**config.mk**
```make
export PLATFORM = sky130hd
export DESIGN_NAME = opb_master_bridge
export DESIGN_NICKNAME = d
export VERILOG_FILES = /design/src/rtl/opb_master_bridge.sv
export SDC_FILE = /design/constraint.sdc
export NUM_CORES = 1
export LEC_CHECK = 0
export ABC_CLOCK_PERIOD_IN_PS = 1900
export BUFFER_PORTS_ARGS = -buffer_cell sky130_fd_sc_hd__buf_2
export CAP_MARGIN = 10
export CORE_ASPECT_RATIO = 2
export CORE_MARGIN = 2
export CORE_UTILIZATION = 34
export CTS_CLUSTER_DIAMETER = 50
export CTS_CLUSTER_SIZE = 25
export DETAILED_ROUTE_END_ITERATION = 7
export SLEW_MARGIN = 0
export SYNTH_ARGS = -nofsm -noshare
export SYNTH_HDL_FRONTEND = slang
export SYNTH_SLANG_ARGS = --single-unit
```
**constraint.sdc**
```tcl
create_clock -name OPB_Clk -period 1.9 [get_ports OPB_Clk]
set_input_delay 0.475 -clock OPB_Clk [delete_from_list [all_inputs] [get_ports OPB_Clk]]
set_output_delay 0.475 -clock OPB_Clk [all_outputs]
set_load 0.02 [all_outputs]
```
**src/rtl/opb_master_bridge.sv**
```systemverilog
// OPB master bridge: accepts one command at a time on a valid/ready channel and runs it
// as a single OPB master transfer. The bridge handles arbitration, retry, error and
// timeout, and returns one response per accepted command.
//
// Ports
//   OPB_Clk, OPB_Rst_n      clock, asynchronous active-low reset
//   cmd_*                   command channel (cmd_ready high only in idle)
//   rsp_valid/rdata/status  one-cycle response pulse; rdata/status hold between responses
//                           status: 00 ok, 01 errAck, 10 timeout, 11 retries exhausted
//   M_*                     OPB master outputs (zero while M_select is low, except M_request)
//   OPB_*                   OPB arbiter/slave inputs
module opb_master_bridge #(
    parameter int unsigned C_OPB_AWIDTH = 32,
    parameter int unsigned C_OPB_DWIDTH = 32,
    parameter int unsigned C_TIMEOUT    = 16,
    parameter int unsigned C_MAX_RETRY  = 4
) (
    input  logic                      OPB_Clk,
    input  logic                      OPB_Rst_n,
    // command channel
    input  logic                      cmd_valid,
    output logic                      cmd_ready,
    input  logic                      cmd_rnw,
    input  logic [0:C_OPB_AWIDTH-1]   cmd_addr,
    input  logic [0:C_OPB_DWIDTH-1]   cmd_wdata,
    input  logic [0:C_OPB_DWIDTH/8-1] cmd_be,
    // response channel
    output logic                      rsp_valid,
    output logic [0:C_OPB_DWIDTH-1]   rsp_rdata,
    output logic [1:0]                rsp_status,
    // OPB master outputs
    output logic                      M_request,
    output logic                      M_busLock,
    output logic                      M_select,
    output logic                      M_RNW,
    output logic                      M_seqAddr,
    output logic [0:C_OPB_AWIDTH-1]   M_ABus,
    output logic [0:C_OPB_DWIDTH/8-1] M_BE,
    output logic [0:C_OPB_DWIDTH-1]   M_DBus,
    // OPB master inputs
    input  logic                      OPB_MGrant,
    input  logic                      OPB_xferAck,
    input  logic                      OPB_errAck,
    input  logic                      OPB_retry,
    input  logic                      OPB_toutSup,
    input  logic [0:C_OPB_DWIDTH-1]   OPB_DBus
);

    localparam int unsigned BeWidth    = C_OPB_DWIDTH / 8;
    localparam int unsigned ToutWidth  = $clog2(C_TIMEOUT + 1);
    // +2 keeps the width non-zero even when no retries are allowed
    localparam int unsigned RetryWidth = $clog2(C_MAX_RETRY + 2);

    localparam logic [ToutWidth-1:0]  ToutLimit  = ToutWidth'(C_TIMEOUT);
    localparam logic [RetryWidth-1:0] RetryLimit = RetryWidth'(C_MAX_RETRY);

    localparam logic [1:0] StatOk      = 2'b00;
    localparam logic [1:0] StatErrAck  = 2'b01;
    localparam logic [1:0] StatTimeout = 2'b10;
    localparam logic [1:0] StatRetry   = 2'b11;

    typedef enum logic [1:0] {StIdle, StReq, StXfer, StResp} state_e;

    state_e                    state_q, state_d;
    logic                      rnw_q, rnw_d;
    logic [0:C_OPB_AWIDTH-1]   addr_q, addr_d;
    logic [0:C_OPB_DWIDTH-1]   wdata_q, wdata_d;
    logic [0:BeWidth-1]        be_q, be_d;
    logic [RetryWidth-1:0]     retry_q, retry_d;
    logic [ToutWidth-1:0]      tout_q, tout_d;
    logic [0:C_OPB_DWIDTH-1]   rdata_q, rdata_d;
    logic [1:0]                status_q, status_d;
    logic [ToutWidth-1:0]      tout_inc;

    assign tout_inc = tout_q + ToutWidth'(1);

    always_comb begin
        state_d  = state_q;
        rnw_d    = rnw_q;
        addr_d   = addr_q;
        wdata_d  = wdata_q;
        be_d     = be_q;
        retry_d  = retry_q;
        tout_d   = tout_q;
        rdata_d  = rdata_q;
        status_d = status_q;

        unique case (state_q)
            StIdle: begin
                if (cmd_valid) begin
                    rnw_d   = cmd_rnw;
                    addr_d  = cmd_addr;
                    wdata_d = cmd_wdata;
                    be_d    = cmd_be;
                    retry_d = '0;
                    state_d = StReq;
                end
            end
            StReq: begin
                if (OPB_MGrant) begin
                    tout_d  = '0;
                    state_d = StXfer;
                end
            end
            StXfer: begin
                // Priority: xferAck > errAck > retry > timeout
                if (OPB_xferAck) begin
                    // Writes return zero data; only reads sample the bus
                    rdata_d  = rnw_q ? OPB_DBus : '0;
                    status_d = OPB_errAck ? StatErrAck : StatOk;
                    state_d  = StResp;
                end else if (OPB_errAck) begin
                    rdata_d  = '0;
                    status_d = StatErrAck;
                    state_d  = StResp;
                end else if (OPB_retry) begin
                    if (retry_q < RetryLimit) begin
                        retry_d = retry_q + RetryWidth'(1);
                        state_d = StReq;
                    end else begin
                        rdata_d  = '0;
                        status_d = StatRetry;
                        state_d  = StResp;
                    end
                end else if (!OPB_toutSup) begin
                    tout_d = tout_inc;
                    if (tout_inc >= ToutLimit) begin
                        rdata_d  = '0;
                        status_d = StatTimeout;
                        state_d  = StResp;
                    end
                end
            end
            StResp: begin
                state_d = StIdle;
            end
            default: begin
                state_d = StIdle;
            end
        endcase
    end

    always_ff @(posedge OPB_Clk or negedge OPB_Rst_n) begin
        if (!OPB_Rst_n) begin
            state_q  <= StIdle;
            rnw_q    <= 1'b0;
            addr_q   <= '0;
            wdata_q  <= '0;
            be_q     <= '0;
            retry_q  <= '0;
            tout_q   <= '0;
            rdata_q  <= '0;
            status_q <= StatOk;
        end else begin
            state_q  <= state_d;
            rnw_q    <= rnw_d;
            addr_q   <= addr_d;
            wdata_q  <= wdata_d;
            be_q     <= be_d;
            retry_q  <= retry_d;
            tout_q   <= tout_d;
            rdata_q  <= rdata_d;
            status_q <= status_d;
        end
    end

    // Outputs decode from registered state only; select gates every bus output so the
    // bridge contributes zeros to the wired-OR bus when it is not the active master.
    // cmd_ready is also gated by reset so nothing looks acceptable while held in reset.
    always_comb begin
        cmd_ready  = (state_q == StIdle) && OPB_Rst_n;
        rsp_valid  = (state_q == StResp);
        rsp_rdata  = rdata_q;
        rsp_status = status_q;
        M_request  = (state_q == StReq);
        M_select   = (state_q == StXfer);
        M_busLock  = 1'b0;
        M_seqAddr  = 1'b0;
        M_RNW      = M_select & rnw_q;
        M_ABus     = M_select ? addr_q : '0;
        M_BE       = M_select ? be_q : '0;
        M_DBus     = (M_select && !rnw_q) ? wdata_q : '0;
    end

endmodule

```
== Word-level counts from Yosys, hierarchy flattened ==
Index checks and enable logic that the tools add are counted.
Operators by class
  $add $sub $neg: 2
  bitwise logic cells: 1
  muxes and demuxes: 38
  eq/ne operators: 15
  reduce and logical (&&, ||, !) cells: 12
  magnitude comparators: 2
Operators with widths (number)
  $mux W32: 9
  $mux W2: 14
  $mux W5: 5
  $mux W3: 5
  $reduce_and A6 Y1: 2
  $ne A2 B2 Y1 const B: 5
  $pmux W5 S2: 1
  $ne A4 B4 Y1 const B: 2
  $pmux W2 S4: 1
  $reduce_and A4 Y1: 2
  $ne A2 B1 Y1 const B: 3
  $pmux W3 S2: 1
  $add A5 B1 Y5 const B: 1
  $ge A5 B5 Y1 const B: 1
  $ne A5 B1 Y1 const B: 1
  $ne A5 B5 Y1 const B: 1
  $eq A2 B2 Y1 const B: 2
  $mux W4: 1
  $reduce_bool A2 Y1: 2
  $reduce_bool A4 Y1: 1
  $add A3 B1 Y3 const B: 1
  $lt A3 B3 Y1 const B: 1
  $eq A2 B1 Y1 const B: 1
  $logic_and A1 B1 Y1: 2
  5 further kinds: 5
Word-level totals
  word-level logic and storage cells: 79
  output and inout bits: 109
  bits of input ports: 109
  register bits: 113

== Depth between registers and ports, before layout ==
Gate-level depths: netlist of the first run.
  depth after elaboration: 8
  mapped depth: 7
  depth with buffers taken out: 6

== Worst setup path after synthesis of the first run ==
Ideal clock, no wire load.
  kind: register to output
  start: reg state_q[0]
  end: out M_ABus[1] in the netlist's numbering
  arrival time: 1419 ps
  setup slack: 6 ps
  stages on the path, launching flop included: 5
  cell sequence: dfrtp_1 -> nand2b_2 -> inv_1 -> clkbuf_1 -> and2_1
On the way
  word-level cells in the longest chain between the ends: 2
Ends and longest elaborated chain
  start, declared: RTL line 64  | state_e state_q, state_d;
  start signal, assigned: RTL line 145  | state_q <= StIdle;
  start signal, assigned: RTL line 155  | state_q <= state_d;
  $eq A2 B2 Y1: RTL line 176  | M_select = (state_q == StXfer);
  named net M_select: RTL line 34  | output logic M_select,
  $mux W32: RTL line 180  | M_ABus = M_select ? addr_q : '0;
  end, declared: RTL line 37  | output logic [0:C_OPB_AWIDTH-1] M_ABus,
The timed path passes the listed nets, and every way through them passes these cells.

== Final worst setup path of the first run ==
  start: reg state_q[0]
  end: out M_DBus[22] in the netlist's numbering
On the way
  word-level cells in the longest chain between the ends: 3
Ends and longest elaborated chain
  $eq A2 B2 Y1: RTL line 176
  $logic_and A1 B1 Y1: RTL line 182  | M_DBus = (M_select && !rnw_q) ? wdata_q : '0;
  $mux W32: RTL line 182
  end, declared: RTL line 39  | output logic [0:C_OPB_DWIDTH-1] M_DBus,
Every way passes these cells.

==> reports/metrics.csv, run 1 <==
metric;value;unit
cts_num_sinks;113;
synth.avg_cell_area;13.3;sq um
wl_met3;883;um
design.core.area;15200;sq um
seq_power_share;0.334;
finalClockSkew;0.00698;ns
post-route-period-util;1.08;
slew_headroom;0.593;
crit_fanout;32;
outcome;finished with violations;
ys_warn_count;0;
cts-root-buf;clkbuf_16;
ant_nets;0;
reg2reg_depth;7;
die_area;16600;sq um
die_x;92.1;um
ys.flop_type;dfrtp_1;
pwr-share-comb;0.383;
hold_viol_final;0;
syn_inst;397;
critPathLaunchType;register;
grt_max_degree;114;
synth.most_common_cell;dfrtp_1;
port_buffers;215;
seqCellArea;2830;sq um
violations;negative setup slack;
setup_viol;69;
place.gp.congestion;0.777;
hold_class;in2async;
dr_wl_met2;7630;um
nets;739;
grt_pass1_vias;4402;
synthTopCellsByArea;dfrtp_1 54%, mux2_1 9.2%, and2_1 8.5%;
fill_cells;1370;
final.setup.worst_slack;-0.156;ns
r2r-end;rsp_rdata[8];
die_h;180;um
p_sw;3.87;mW
highest_layer;met4;
ys_seq_area_frac;0.536;
areaGrowthSynthToFinish;44.9;%
drive_gt1_frac;0.538;
swShare;0.322;
required;1.42;ns
ioPinCount;218;
ys_ff_latch;113;
synth_edf_count;0;
drtPass1Iterations;3;
yosys.area.top_type;dfrtp_1;
rsz0062_at_grt;true;
diodes;0;
intPower;8.15;mW
total_leakage_power;3.98;nW
drcViolationCount;0;
clkLatencyLatePin;0.41;ns
num_rows;64;
cts_buffers;17;
multiInputGateArea;2310;sq um
post_drt_wl_per_cell;16.6;um
drt-total-wl;13900;um
clk_pin_slew;0.05;ns
p_clk_frac;0.283;
hold_buffers;0;
p_per_area;1570;nW/um^2
vias;3958;
fmax;486;MHz
cts_tree;done;
start_util;0.347;
ir_worst_vdd;0.000635;V
p_total;12.0;mW
crit_arrival;1.58;ns
grt_pass1_wl;22300;um
dp_hpwl;9870;um
worst_pin_slew;0.611;ns
grt_overflow;0;
period_needed;2.06;ns
clock_path_buffers;2;
grt_usage;0.172;
h-tree-depth;4;
viasPerCell;4.72;
ys_types;40;
yosys.area.top_type_share;0.536;
synth_common_cells;113 x dfrtp_1, 72 x and2_1, 43 x mux2_1;
reg2reg_from;tout_q[0];
finalMaxSlewViolations;0;
endpoint_kind;output port;
holdWs;0.193;ns
synth_area;5280;sq um
drv_cap;0;
worstSetupPathType;reg2out;
drt-met1-wl;5000;um
dr.first_iter.drc_count;60;
rrSetupSlack;0.12;ns
async_reset_ff_frac;1.00;
antenna_found_initial;0;
-- state kept, by name, indices dropped and copies added (netlist names) --
register,count
tout_q,5
retry_q,3
addr_q,32
rsp_status,2
state_q,2
rnw_q,1
wdata_q,32
rsp_rdata,32
be_q,4
-- worst max-delay path by stage --
stage	start	end	slack (ns)	cells past startpoint
final	state_q[0]	M_DBus[22]	-0.16	5
after global routing	state_q[0]	M_ABus[21]	-0.24	6
after CTS	state_q[0]	M_DBus[14]	-0.20	5
after detailed placement	OPB_xferAck	rsp_rdata[2]	0.05	6
after global placement	OPB_xferAck	rsp_rdata[2]	0.12	6
after floorplan	state_q[0]	M_ABus[1]	0.006	4
-- cells by family (layout without fill, tap and decap cells) --
group	count (synthesis)	count (layout)	synth area share
AND/OR/NAND/NOR	131	131	0.160
buffers and inverters	28	271	0.0339
XOR/XNOR	3	3	0.00498
AO/OA/AOI/OAI	16	16	0.0185
other	1	2	0.000711
adder cells (fa/ha/maj)	2	2	0.00474
flip-flops	113	113	0.536
multiplexers	103	103	0.241
-- critical path, cell delays in order (launching register included) --
cell      delay (ns)
dfrtp_1         0.37
nand2b_4        0.18
nor2_4          0.11
buf_12          0.17
and2_1          0.18
buf_4           0.15
-- repair_timing --
action                                  in CTS  in global routing
gates cloned                                 2                  0
gates resized for setup                     53                 48
pin swaps                                    1                  1
setup buffers                                2                  2
hold endpoints to repair                     0                  0
endpoints found under the setup margin      72                 76
-- layout by cell type (no fill, tap or decap), drive strengths merged, types with 2 or more instances in the layout --
cell    instances
a21oi           2
a31oi           2
and2           72
and3           32
buf           237
bufinv          4
clkbuf         23
clkinv          5
conb            2
dfrtp         113
ha              2
mux2          102
nand2           6
nand3           4
nor2            5
nor2b           2
nor3            3
o21ai           9
or3             2
xor2            3
-- metal layers --
| metal | vias up | track usage |
|---|---|---|
| li1 | 1822 | - |
| met1 | 1960 | 0.172 |
| met2 | 150 | 0.321 |
| met3 | 26 | 0.0481 |
| met4 | 0 | 0.0794 |
| met5 | - | 0 |
-- power groups by stage --
stage / registers [mW] / clock network (mW) / logic [mW]
after floorplan: 4.26 / 0 / 2.53
after global placement: 3.98 / 0 / 4.10
after detailed placement: 4.04 / 0 / 4.20
after CTS: 4.01 / 3.49 / 4.54
after global routing: 4.15 / 3.61 / 4.95
final: 4.01 / 3.41 / 4.61
-- through the flow --
step	cell area, sq um	setup TNS [ns]	std cells	utilization	worst slack, ns
floorplan	5280	0	398	-	0.00574
global placement	6660	0	802	0.438	0.119
detailed placement	6660	0	802	0.438	0.0530
CTS	7490	-9.71	837	0.493	-0.198
global route	7640	-11.19	839	0.502	-0.243
finish	7640	-6.10	839	0.502	-0.156
-- cell type report --
class	count	area share
inverter	1	0.00115
clock buffer	22	0.0620
clock inverter	10	0.0205
sequential	113	0.370
timing repair buffer	238	0.212
tap	198	0.0324
multi-input combinational	257	0.302
No activity file was read; power rests on OpenSTA's default activity.
==> run 2, diff against run 1 <==
--- a/config.mk
+++ b/config.mk
@@ -5,15 +5,16 @@
 export SDC_FILE = /design/constraint.sdc
 export NUM_CORES = 1
 export LEC_CHECK = 0
-export ABC_CLOCK_PERIOD_IN_PS = 1900
+export ABC_CLOCK_PERIOD_IN_PS = 2650
 export BUFFER_PORTS_ARGS = -buffer_cell sky130_fd_sc_hd__buf_2
 export CAP_MARGIN = 10
 export CORE_ASPECT_RATIO = 2
 export CORE_MARGIN = 2
-export CORE_UTILIZATION = 34
+export CORE_UTILIZATION = 45
 export CTS_CLUSTER_DIAMETER = 50
 export CTS_CLUSTER_SIZE = 25
 export DETAILED_ROUTE_END_ITERATION = 7
+export PLACE_DENSITY = 0.76
 export SLEW_MARGIN = 0
 export SYNTH_ARGS = -nofsm -noshare
 export SYNTH_HDL_FRONTEND = slang
==> constraint.sdc (replaced) <==
create_clock -name OPB_Clk -period 2.65 [get_ports OPB_Clk]
set_input_delay 0.6625 -clock OPB_Clk [delete_from_list [all_inputs] [get_ports OPB_Clk]]
set_output_delay 0.6625 -clock OPB_Clk [all_outputs]
set_load 0.02 [all_outputs]
==> run 2 against run 1 <==
- the run now ends clean
- highest routed layer unchanged
- register-to-register slack gained 0.50 ns
- sequential share of layout area up 2.9 points
- count of clock-buffer cells in the layout increased by 4
- critical path depth unchanged
- wire length shrank 17%
- flip-flop and latch count unchanged
- clock skew is 0.0010 ns higher
- global-route usage grew 1.2 points
- combinational power fell by 39%
==> reports/metrics.csv, run 2 (synthesis gave the netlist of run 1 again) <==
metric;value;unit;change
outcome;finished clean;;was finished with violations
grt_max_degree;114;;unchanged
cts_tree;done;;unchanged
cts-root-buf;clkbuf_16;;unchanged
fmax;399;MHz;
start_util;0.456;;was 0.347
die_x;80.6;um;was 92.1 um
cp_slowest_cell;dfrtp_1;;unchanged
post_drt_wl_per_cell;14.9;um;was 16.6 um
period_needed;2.50;ns;
final_common_cell;buf_2;;unchanged
ioPinCount;218;;unchanged
antenna_found_initial;0;;unchanged
num_rows;56;;was 64
reg2reg_depth;7;;unchanged
place.gp.congestion;0.750;;was 0.777
drv_cap;0;;unchanged
finalClockSkew;0.00798;ns;was 0.00698 ns
dr.first_iter.drc_count;132;;was 60
critPathLaunchType;register;;unchanged
slew_headroom;0.604;;was 0.593
ant_nets;0;;unchanged
setup_viol;0;;was 69
reg2reg_from;tout_q[0];;unchanged
finalCoreUtilization;0.613;;was 0.502
drt-total-wl;11500;um;was 13,900 um
grt_pass1_wl;18100;um;was 22,300 um
nets;726;;was 739
hold_buffers;0;;unchanged
post-route-period-util;0.945;;
crit_arrival;1.84;ns;was 1.58 ns
fill_cells;920;;was 1,370
hold_class;in2async;;unchanged
rrSetupSlack;0.62;ns;was 0.12 ns
vias;3817;;was 3,958
fin_area;7090;sq um;was 7640 sq um
required;1.99;ns;was 1.42 ns
h-tree-depth;4;;unchanged
cts_num_sinks;113;;unchanged
port_buffers;215;;unchanged
crit_fanout;38;;was 32
drive_gt1_frac;0.519;;was 0.538
cts_buffers;17;;unchanged
path_cells;nand2b_2, inv_1, buf_12, and2_1, buf_2;;was nand2b_4, nor2_4, buf_12, and2_1, buf_4
p_per_area;1130;nW/um^2;was 1570 nW/um^2
postPlaceCellArea;6480;sq um;was 6660 sq um
clkLatencyLatePin;0.40;ns;was 0.41 ns
hold_viol_final;0;;unchanged
ir_worst_vdd;0.000662;V;was 0.000635 V
rsz0062_at_grt;false;;was true
diodes;0;;unchanged
tns;0;ns;was -6.10 ns
die_area;12700;sq um;was 16,600 sq um
viasPerCell;4.95;;was 4.72
clk_pin_slew;0.05;ns;about the same
clock_path_buffers;2;;unchanged
r2r-end;rsp_rdata[9];;was rsp_rdata[8]
worstSetupPathType;reg2out;;unchanged
design.core.area;11600;sq um;was 15,200 sq um
drcViolationCount;0;;unchanged
finalMaxSlewViolations;0;;unchanged
total_leakage_power;3.86;nW;was 3.98 nW
die_h;157;um;was 180 um
final_cell_mix;214 x buf_2, 113 x dfrtp_1, 71 x and2_1;;was 146 x buf_2, 113 x dfrtp_1, 69 x and2_1
dp_hpwl;8200;um;was 9870 um
cp_slowest_stage_delay;0.42;ns;was 0.37 ns
endpoint_kind;output port;;unchanged
postCtsSetupRepairBufs;0;;was 2
grt_usage;0.185;;was 0.172
grt_pass1_vias;3827;;was 4,402
drtPass1Iterations;4;;was 3
grt_overflow;0;;unchanged
areaGrowthSynthToFinish;34.4;%;was 44.9%
worst_pin_slew;0.594;ns;was 0.611 ns
## run 2: timing repair
action,CTS,global route
hold endpoints to repair,0,0
gates resized for setup,0,1
setup endpoints to repair,0,2
## run 2: worst max-delay path by stage
stage               slack, ns  depth (start not counted)             to   startpoint
finish                   0.15                          5     M_ABus[27]   state_q[0]
global route             0.03                          5     M_ABus[27]   state_q[0]
CTS                      0.13                          5      M_DBus[0]   state_q[0]
detailed placement       0.44                          6   rsp_rdata[6]  OPB_xferAck
global placement         0.50                          6  rsp_rdata[13]  OPB_xferAck
floorplan                0.57                          4      M_ABus[1]   state_q[0]
## run 2: power breakdown
| part | switching, mW | internal, mW |
|---|---|---|
| clock network | 0.728 | 1.57 |
| registers | 0.385 | 2.51 |
| logic | 1.47 | 1.36 |
## run 2: stage by stage
step	hold slack [ns]	total power [mW]	worst slack, ns	std cells
6_report	0.362	8.02	0.146	771
3_3_place_gp	0.458	5.65	0.498	741
5_1_grt	0.409	8.48	0.0254	771
4_1_cts	0.385	8.11	0.126	771
3_5_place_dp	0.466	5.76	0.444	741
2_1_floorplan	0.367	4.87	0.568	398
## run 2: area by class of cell
| cell class | instances | area, sq um | share of cell area |
|---|---|---|---|
| sequential | 113 | 2830 | 0.399 |
| timing repair buffer | 225 | 1190 | 0.168 |
| inverter | 1 | 3.75 | 0.000529 |
| clock buffer | 26 | 539 | 0.0760 |
| multi-input combinational | 257 | 2270 | 0.321 |
| clock inverter | 4 | 70.1 | 0.00988 |
| tap | 145 | 181 | 0.0256 |
## run 2: metal layers
layer | wire length (um) | up-vias | part of all wire | global-route usage
li1 | - | 1794 | - | -
met1 | 4830 | 1837 | 0.42 | 0.232
met2 | 5340 | 171 | 0.46 | 0.285
met3 | 1160 | 15 | 0.10 | 0.0688
met4 | 193 | 0 | 0.017 | 0.0775
met5 | 0 | - | 0 | 0
## run 2: worst max-delay path, delay by kind of cell, from the launching register on
kind	cells	cell delay [ns]
DFF	1	0.42
buffers and inverters	3	0.57
and+or+nand+nor	2	0.44
==> run 3, diff against run 2 <==
--- a/config.mk
+++ b/config.mk
@@ -9,13 +9,13 @@
 export BUFFER_PORTS_ARGS = -buffer_cell sky130_fd_sc_hd__buf_2
 export CAP_MARGIN = 10
 export CORE_ASPECT_RATIO = 2
-export CORE_MARGIN = 2
+export CORE_MARGIN = 3
 export CORE_UTILIZATION = 45
 export CTS_CLUSTER_DIAMETER = 50
 export CTS_CLUSTER_SIZE = 25
 export DETAILED_ROUTE_END_ITERATION = 7
 export PLACE_DENSITY = 0.76
-export SLEW_MARGIN = 0
+export SLEW_MARGIN = 20
 export SYNTH_ARGS = -nofsm -noshare
 export SYNTH_HDL_FRONTEND = slang
 export SYNTH_SLANG_ARGS = --single-unit
==> run 3 against run 2 <==
- core utilization grew 0.67 points
- final cell count shrank 0.52%
- critical path depth is the same
- die area grew 3.8%
- setup slack gained 0.018 ns
- non-clock buffer count shrank 2
- register-to-register slack gained 0.03 ns
- global-route usage grew 1.6 points
- count of clock-buffer cells in the layout shrank 5
==> reports/metrics.csv, run 3 (synthesis gave the netlist of run 1 again) <==
metric;value;unit;change
outcome;finished clean;;unchanged
period_needed;2.49;ns;was 2.50 ns
dp_hpwl;9190;um;was 8200 um
total_leakage_power;3.82;nW;was 3.86 nW
start_util;0.465;;was 0.456
grt_usage;0.201;;was 0.185
worstSetupPathType;reg2out;;unchanged
cp_slowest_stage_delay;0.41;ns;was 0.42 ns
setup_viol;0;;unchanged
required;1.99;ns;about the same
grt_pass1_wl;20200;um;was 18,100 um
clkLatencyLatePin;0.40;ns;about the same
port_buffers;215;;unchanged
drcViolationCount;0;;unchanged
fmax;402;MHz;was 399 MHz
hold_viol_final;0;;unchanged
finalMaxSlewViolations;0;;unchanged
crit_arrival;1.82;ns;was 1.84 ns
final.setup.worst_slack;0.164;ns;was 0.146 ns
worst_pin_slew;0.592;ns;was 0.594 ns
clock_path_buffers;2;;unchanged
ir_worst_vdd;0.000641;V;was 0.000662 V
die_h;159;um;was 157 um
cts_buffers;17;;unchanged
p_per_area;1120;nW/um^2;was 1130 nW/um^2
holdWs;0.347;ns;was 0.362 ns
slew_headroom;0.606;;was 0.604
finalClockSkew;0.00691;ns;was 0.00798 ns
hold_buffers;0;;unchanged
critPathLaunchType;register;;unchanged
rrSetupSlack;0.65;ns;was 0.62 ns
drtPass1Iterations;5;;was 4
dr.first_iter.drc_count;131;;was 132
cp_slowest_cell;dfrtp_1;;unchanged
die_x;82.6;um;was 80.6 um
reg2reg_depth;7;;unchanged
grt_overflow;0;;unchanged
reg2reg_from;tout_q[0];;unchanged
ant_nets;0;;unchanged
cts-root-buf;clkbuf_16;;unchanged
final_common_cell;buf_2;;unchanged
grt_max_degree;114;;unchanged
vias;3828;;was 3,817
r2r-end;rsp_rdata[25];;was rsp_rdata[9]
cts_tree;done;;unchanged
viasPerCell;4.99;;was 4.95
drive_gt1_frac;0.518;;was 0.519
post-route-period-util;0.938;;was 0.945
rsz0062_at_grt;false;;unchanged
nets;724;;was 726
fill_cells;928;;was 920
design.core.area;11400;sq um;was 11,600 sq um
clk_pin_slew;0.05;ns;about the same
path_cells;nand2b_2, nor2_2, buf_6, and2_1, buf_2;;was nand2b_2, inv_1, buf_12, and2_1, buf_2
num_rows;55;;was 56
hold_class;in2async;;unchanged
cts_num_sinks;113;;unchanged
areaGrowthSynthToFinish;33.5;%;was 34.4%
place_worst_setup_slack;0.498;ns;was 0.444 ns
drt-total-wl;12600;um;was 11,500 um
post_drt_wl_per_cell;16.4;um;was 14.9 um
place.gp.congestion;0.767;;was 0.750
postPlaceCellArea;6460;sq um;was 6480 sq um
crit_fanout;32;;was 38
tns;0;ns;unchanged
final_cell_mix;214 x buf_2, 113 x dfrtp_1, 71 x and2_1;;unchanged
h-tree-depth;4;;unchanged
endpoint_kind;output port;;unchanged
postCtsSetupRepairBufs;0;;unchanged
cp_top_family;simple AND/OR/NAND/NOR gates;;was buffers and inverters
grt_pass1_vias;4171;;was 3,827
fin_area;7040;sq um;was 7090 sq um
antenna_found_initial;0;;unchanged
worst-path-buf-inv;2;;was 3
diodes;0;;unchanged
drv_cap;0;;unchanged
crit_path_start;state_q[0];;unchanged
ioPinCount;218;;unchanged
die_area;13100;sq um;was 12,700 sq um
## run 3: metal layers
layer,global-route usage,vias to the layer above,part of all wire
met4,0.0893,0,0.022
met2,0.348,152,0.54
li1,-,1797,-
met3,0.0583,22,0.074
met5,0,-,0
met1,0.217,1857,0.36
## run 3: layout make-up
cell class	count	area, sq um	area share
Clock buffer	21	460	0.0654
Clock inverter	10	111	0.0158
Sequential cell	113	2830	0.402
Multi-Input combinational cell	257	2280	0.323
Tap cell	142	178	0.0252
Inverter	1	3.75	0.000533
Timing Repair Buffer	223	1180	0.168
## run 3: repair_timing
item,in CTS,in global routing
endpoints found under the hold margin,0,0
resized for setup,0,2
endpoints found under the setup margin,0,3
## run 3: worst max path at each step
stage | to | cells past startpoint
2_1_floorplan | M_ABus[1] | 4
3_3_place_gp | M_DBus[31] | 5
3_5_place_dp | M_DBus[31] | 5
4_1_cts | M_DBus[31] | 5
5_1_grt | M_ABus[14] | 5
6_report | M_DBus[31] | 5
## run 3: report_power, final
part	switching (mW)	leakage [nW]	internal, mW	total (mW)
clock network	0.753	0.275	1.42	2.17
logic	1.48	2.14	1.36	2.84
registers	0.393	1.40	2.51	2.90
total	2.63	3.82	5.28	7.91
## run 3: through the flow
stage	std cells	util	power (mW)
floorplan	398	-	4.87
global placement	736	0.569	5.66
detailed placement	736	0.569	5.79
CTS	767	0.620	8.01
global route	767	0.620	8.40
finish	767	0.620	7.91
## run 3: worst register-to-register path, stage by stage, from the launching register on
cell and delay (ns):
dfrtp_1 0.42, ha_1 0.24, nand3_2 0.09, xor2_1 0.31, o21ai_2 0.12, nand2_4 0.10, buf_12 0.25, mux2_2 0.37
